[config.mk]
export PLATFORM = sky130hd
export DESIGN_NAME = ccff_bitstream_loader
export DESIGN_NICKNAME = d
export VERILOG_FILES = /design/src/rtl/ccff_loader_pkg.sv /design/src/rtl/ccff_word_serializer.sv /design/src/rtl/ccff_bitstream_loader.sv
export SDC_FILE = /design/constraint.sdc
export NUM_CORES = 1
export LEC_CHECK = 0
export CELL_PAD_IN_SITES_DETAIL_PLACEMENT = 0
export CELL_PAD_IN_SITES_GLOBAL_PLACEMENT = 1
export CORE_UTILIZATION = 40
export CTS_BUF_LIST = sky130_fd_sc_hd__clkbuf_4
export DETAILED_ROUTE_END_ITERATION = 7
export GPL_ROUTABILITY_DRIVEN = 1
export PLACE_DENSITY_LB_ADDON = 0.3
export SLEW_MARGIN = 20
export SYNTH_ARGS = -nofsm -noshare
export SYNTH_HDL_FRONTEND = slang
export SYNTH_HIERARCHICAL = 1
export SYNTH_SLANG_ARGS = --single-unit
[constraint.sdc]
create_clock -name prog_clk -period 5.8 [get_ports prog_clk]
set_input_delay 0.58 -clock prog_clk [delete_from_list [all_inputs] [get_ports prog_clk]]
set_output_delay 0.58 -clock prog_clk [all_outputs]
set_load 0.005 [all_outputs]
[src/rtl/ccff_loader_pkg.sv]
// rtl/ccff_loader_pkg.sv - shared types and helpers for the configuration-chain loader
// Purpose: loader FSM state encoding and the bit-counter width helper.
package ccff_loader_pkg;

  typedef enum logic [1:0] {
    IDLE  = 2'd0,
    FETCH = 2'd1,
    SHIFT = 2'd2,
    DONE  = 2'd3
  } ccff_ld_state_e;

  // Width needed to count from 0 up to and including len.
  function automatic int cnt_w(input int len);
    return $clog2(len + 1);
  endfunction

endpackage

[src/rtl/ccff_word_serializer.sv]
// rtl/ccff_word_serializer.sv - one-word parallel-to-serial shifter, LSB first
// Purpose: holds the word being shifted onto the chain and tracks position within it.
// Macro: CCFF_READBACK_EN adds o_word_idx for the readback capture in the top.
// Ports:
//   prog_clk, pReset_n  clock, asynchronous active-low reset
//   i_load              capture i_data, restart word position
//   i_shift             shift right by one, advance word position
//   i_data              word to serialise
//   o_ser_out           bit currently presented (sreg[0])
//   o_last_bit          current bit is the last bit of the word
//   o_word_idx          current bit position (readback builds only)
module ccff_word_serializer #(
  parameter int WORD_W = 32,
  localparam int IDX_W = (WORD_W > 1) ? $clog2(WORD_W) : 1
) (
  input  logic              prog_clk,
  input  logic              pReset_n,
  input  logic              i_load,
  input  logic              i_shift,
  input  logic [WORD_W-1:0] i_data,
  output logic              o_ser_out,
  output logic              o_last_bit
`ifdef CCFF_READBACK_EN
  ,
  output logic [IDX_W-1:0]  o_word_idx
`endif
);

  logic [WORD_W-1:0] r_sreg;
  logic [IDX_W-1:0]  r_word_idx;

  always_ff @(posedge prog_clk or negedge pReset_n) begin
    if (!pReset_n) begin
      r_sreg     <= '0;
      r_word_idx <= '0;
    end else if (i_load) begin
      r_sreg     <= i_data;
      r_word_idx <= '0;
    end else if (i_shift) begin
      r_sreg     <= r_sreg >> 1;
      r_word_idx <= r_word_idx + 1'b1;
    end
  end

  assign o_ser_out  = r_sreg[0];
  assign o_last_bit = (r_word_idx == IDX_W'(WORD_W - 1));
`ifdef CCFF_READBACK_EN
  assign o_word_idx = r_word_idx;
`endif

endmodule

[src/rtl/ccff_bitstream_loader.sv]
// rtl/ccff_bitstream_loader.sv - streams bitstream words LSB-first into a configuration chain head
// Purpose: FETCH/SHIFT loader that stops after exactly CHAIN_LEN bits and pulses done.
// Macro: CCFF_READBACK_EN captures ccff_tail during shifting and emits rb_valid/rb_data.
// Ports:
//   prog_clk, pReset_n    clock, asynchronous active-low reset
//   start, abort          begin a load (IDLE only) / abandon a load in progress
//   s_valid/s_data/s_ready  input word stream, bit 0 shifted first
//   ccff_head, ccff_en    serial bit and shift enable toward the chain
//   ccff_tail             chain tail (readback builds only)
//   busy, done            not idle / one-cycle completion pulse
//   rb_valid, rb_data     captured previous chain contents (readback builds only)
module ccff_bitstream_loader #(
  parameter int WORD_W    = 32,
  parameter int CHAIN_LEN = 67
) (
  input  logic              prog_clk,
  input  logic              pReset_n,
  input  logic              start,
  input  logic              abort,
  input  logic              s_valid,
  input  logic [WORD_W-1:0] s_data,
  output logic              s_ready,
  output logic              ccff_head,
  output logic              ccff_en,
  input  logic              ccff_tail,
  output logic              busy,
  output logic              done
`ifdef CCFF_READBACK_EN
  ,
  output logic              rb_valid,
  output logic [WORD_W-1:0] rb_data
`endif
);
  import ccff_loader_pkg::*;

  localparam int CNT_W = cnt_w(CHAIN_LEN);
  localparam int IDX_W = (WORD_W > 1) ? $clog2(WORD_W) : 1;

  ccff_ld_state_e   r_state;
  logic [CNT_W-1:0] r_bit_cnt;
  logic             r_s_ready;
  logic             r_ccff_en;
  logic             r_busy;
  logic             r_done;

  logic w_load;
  logic w_shift;
  logic w_ser_out;
  logic w_last_bit;
  logic w_final_bit;

  // abort outranks any transfer that would otherwise happen this cycle
  assign w_load      = (r_state == FETCH) && s_valid && !abort;
  assign w_shift     = (r_state == SHIFT) && !abort;
  assign w_final_bit = (r_bit_cnt == CNT_W'(CHAIN_LEN - 1));

`ifdef CCFF_READBACK_EN
  logic [IDX_W-1:0] w_word_idx;
`endif

  ccff_word_serializer #(.WORD_W(WORD_W)) u_ser (
    .prog_clk   (prog_clk),
    .pReset_n   (pReset_n),
    .i_load     (w_load),
    .i_shift    (w_shift),
    .i_data     (s_data),
    .o_ser_out  (w_ser_out),
    .o_last_bit (w_last_bit)
`ifdef CCFF_READBACK_EN
    ,
    .o_word_idx (w_word_idx)
`endif
  );

  // Outputs are set alongside the state they belong to, so they are pure flops.
  always_ff @(posedge prog_clk or negedge pReset_n) begin
    if (!pReset_n) begin
      r_state   <= IDLE;
      r_bit_cnt <= '0;
      r_s_ready <= 1'b0;
      r_ccff_en <= 1'b0;
      r_busy    <= 1'b0;
      r_done    <= 1'b0;
    end else if (abort && (r_state != IDLE)) begin
      r_state   <= IDLE;
      r_s_ready <= 1'b0;
      r_ccff_en <= 1'b0;
      r_busy    <= 1'b0;
      r_done    <= 1'b0;
    end else begin
      r_done <= 1'b0;
      case (r_state)
        IDLE: begin
          if (start) begin
            r_state   <= FETCH;
            r_bit_cnt <= '0;
            r_s_ready <= 1'b1;
            r_busy    <= 1'b1;
          end
        end
        FETCH: begin
          if (s_valid) begin
            r_state   <= SHIFT;
            r_s_ready <= 1'b0;
            r_ccff_en <= 1'b1;
          end
        end
        SHIFT: begin
          r_bit_cnt <= r_bit_cnt + 1'b1;
          // chain full wins over word boundary: leftover word bits are dropped
          if (w_final_bit) begin
            r_state   <= DONE;
            r_ccff_en <= 1'b0;
            r_done    <= 1'b1;
          end else if (w_last_bit) begin
            r_state   <= FETCH;
            r_ccff_en <= 1'b0;
            r_s_ready <= 1'b1;
          end
        end
        DONE: begin
          r_state <= IDLE;
          r_busy  <= 1'b0;
        end
        default: r_state <= IDLE;
      endcase
    end
  end

  assign s_ready   = r_s_ready;
  assign ccff_en   = r_ccff_en;
  assign ccff_head = w_ser_out;
  assign busy      = r_busy;
  assign done      = r_done;

`ifdef CCFF_READBACK_EN
  logic [WORD_W-1:0] r_rb_cap;
  logic [WORD_W-1:0] r_rb_data;
  logic              r_rb_valid;
  logic [WORD_W-1:0] w_rb_next;

  // tail bit lands at the same position its replacement takes in the word
  assign w_rb_next = r_rb_cap | (WORD_W'(ccff_tail) << w_word_idx);

  always_ff @(posedge prog_clk or negedge pReset_n) begin
    if (!pReset_n) begin
      r_rb_cap   <= '0;
      r_rb_data  <= '0;
      r_rb_valid <= 1'b0;
    end else begin
      r_rb_valid <= 1'b0;
      if (r_state == IDLE) begin
        r_rb_cap <= '0;
      end else if (w_shift) begin
        if (w_last_bit || w_final_bit) begin
          r_rb_data  <= w_rb_next;
          r_rb_valid <= 1'b1;
          r_rb_cap   <= '0;
        end else begin
          r_rb_cap <= w_rb_next;
        end
      end
    end
  end

  assign rb_valid = r_rb_valid;
  assign rb_data  = r_rb_data;
`else
  logic w_unused_tail;
  assign w_unused_tail = ccff_tail;
`endif

endmodule
==> metrics.yaml <==
status: "complete, but fails checks"
violations: "DRC"
wl_per_cell_um: 13.77
synthDistinctLibCells: 46
setup_viol: 0
met3_usage_pct: 2.557
dr.pass1.iters: 7
cts.sinks: 50
drtAntennaViolNets: 0
numPortBuffers: 41
insertion_delay_ns: 0.37
yosysTopAreaCell: "dfrtp_1"
criticalPathCategory: "register to register"
dieHeight_um: 84.18
fin_area_um2: 3149
power_frac_clock_pct: 13.2
drv_slew: 0
worstHoldPathType: "input pin to async pin"
switchingPower_w: 0.0004425
place_inst: 358
top_usage_layer: "met2"
ys_seq_elements: 50
synth_top_area_share_pct: 46.32
viasPerCell: 5.279
p_comb_share_pct: 40.2
wirelength_mm: 5.025
p_per_area_nw_per_um2: 387.7
period_minus_slack_ns: 2.162
rsz0062_at_grt: "false"
power_leakage_nw: 1.299
synthTopCellsByCount: "dfrtp_1, mux2i_1, nand2_1"
gr-usage-met2_pct: 23.03
hold_viol: 0
postSynth.asyncResetShare_pct: 100.0
swShare_pct: 36.24
grt_pass1_wl_mm: 8.776
synth_area_per_cell_um2: 10.64
grt_pass1_vias: 1848
die_w_um: 84.18
required_ns: 6.08
clockBufferDepth: 2
areaGrowthSynthToFinish_pct: 16.58
ff2ff_path_depth: 6
syn_area_um2: 2701
cp.arrival_ns: 2.44
seq_area_frac_synth_pct: 46.32
synth_edf_count: 0
syn_inst: 254
coreArea_um2: 6422
crit_path_start_kind: "register"
maxCapViolations: 0
power_frac_seq_pct: 46.7
fin_crit_sh_pct: 37.28
fin_cells: 365
cts.htree.levels: 2
fmax_mhz: 462.5
tns_ns: 0
gp_congestion: 0.8137
place_area_um2: 3097
use_met1_pct: 22.48
internal-power_w: 0.0007784
reg2reg_from: "r_state[0]"
antenna_found_initial: 0
initial_core_util_pct: 42.06
cp_max_fo: 39
crit_start: "r_state[0]"
max_slew.worst_pin.slew_ns: 0.6722
die_area_um2: 7086
ys_warn_count: 6
grtUsageTotal_pct: 15.38
nets: 335
hpwl_mm: 3.278
clock-skew-final_ns: 0.01339
clkTransAtPathRegs_ns: 0.14
ys.flop_type: "dfrtp_1"
cts_tree: "built"
gr-total-overflow: 0
synth.top_cells.by_area: "dfrtp_1, mux2i_1, o21ai_1"
postCtsHoldBufs: 0
ios: 43
syn-num-nets: 301
synth_most_common_cell: "dfrtp_1"
row_count: 29
drive_gt1_share_pct: 7.292
ir_worst_vdd_mv: 0.1515
numCtsBuffers: 5
antenna_cells: 0
slew_headroom_pct: 55.19
vias: 1927
post_cts_resized: 0
postCtsSetupBuffers: 0
grt_max_degree: 71
end_kind: "register"
route.detailed.drc: 4
drt_iter0_drc: 90
cts-root-buf: "clkbuf_4"
-- cell type report --
cell class                      instances  area [µm²]
Clock buffer                            6       45.04
Clock inverter                          1       7.507
Fill cell                             607        3273
Inverter                                6       22.52
Multi-Input combinational cell        182        1306
Sequential cell                        50        1251
Tap cell                               77       96.34
Timing Repair Buffer                   43       420.4
-- worst max-delay path, cell delays in order, from the launching register on --
cell and delay [ns]:
dfrtp_1 0.43, inv_1 0.18, ha_1 0.32, nor2b_4 0.18, buf_4 0.52, nand4_4 0.15, mux2_4 0.31
-- cells by family (layout without fill, tap and decap cells) --
kind of cell | after synthesis | in the layout | share of synthesized area [%]
AND/OR/NAND/NOR | 73 | 73 | 13.85
AO/OA/AOI/OAI | 55 | 55 | 13.11
flip-flops | 50 | 50 | 46.32
multiplexers | 39 | 39 | 14.82
buffers and inverters | 22 | 56 | 5.789
adder cells (fa/ha/maj) | 9 | 9 | 4.169
XOR/XNOR | 6 | 6 | 1.945
-- per-layer routing --
metal / wire length (µm) / up-vias
met3: 197 / 7
met5: 0 / -
met1: 2512 / 920
met2: 2240 / 36
li1: - / 964
met4: 74 / 0
-- state kept, by name, indices dropped and copies added, names as in the netlist --
signal,flops
r_state,2
r_bit_cnt,7
ccff_en,1
busy,1
u_ser/r_word_idx,5
s_ready,1
u_ser/r_sreg,32
done,1
-- metrics by stage --
stage | hold WS [ns] | setup slack [ns] | util (%) | total power [W]
2_1_floorplan | 0.2844 | 3.973 | - | 0.0009527
3_3_place_gp | 0.5067 | 2.918 | 48.16 | 0.001059
3_5_place_dp | 0.5040 | 3.251 | 48.22 | 0.001073
4_1_cts | 0.3236 | 3.594 | 49.04 | 0.001237
5_1_grt | 0.3520 | 3.475 | 49.04 | 0.001329
6_report | 0.2991 | 3.638 | 49.04 | 0.001221
-- cells in the final DEF, fill, tap and decap left out, types with 3 or more instances in the layout --
| master | instances |
|---|---|
| and2_1 | 3 |
| xor2_1 | 4 |
| nand2_1 | 37 |
| inv_1 | 6 |
| nor2_1 | 13 |
| o21ai_1 | 32 |
| nand2b_1 | 4 |
| ha_1 | 9 |
| mux2i_1 | 37 |
| clkbuf_4 | 6 |
| dfrtp_1 | 50 |
| o2111ai_1 | 3 |
| clkdlybuf4s50_1 | 40 |
| o21ai_0 | 3 |
-- power by group through the flow --
stage,Combinational [W],Sequential (W),Clock [W]
final,0.000490,0.000570,0.000161
after global routing,0.000558,0.000589,0.000182
after CTS,0.000497,0.000571,0.000168
after detailed placement,0.000494,0.000579,0
after global placement,0.000484,0.000575,0
after floorplan,0.000398,0.000554,0
-- worst paths after layout --
path | end | slack, ns
hold reg to reg | s_ready | 0.54
setup / recovery | u_ser/r_word_idx[3] | 3.64
setup reg to reg | u_ser/r_word_idx[3] | 3.64
max in group asynchronous | u_ser/r_word_idx[4] | 5.07
min in group prog_clk | s_ready | 0.54
hold / removal | u_ser/r_sreg[21] | 0.30
(Power assumes the default switching activity.)
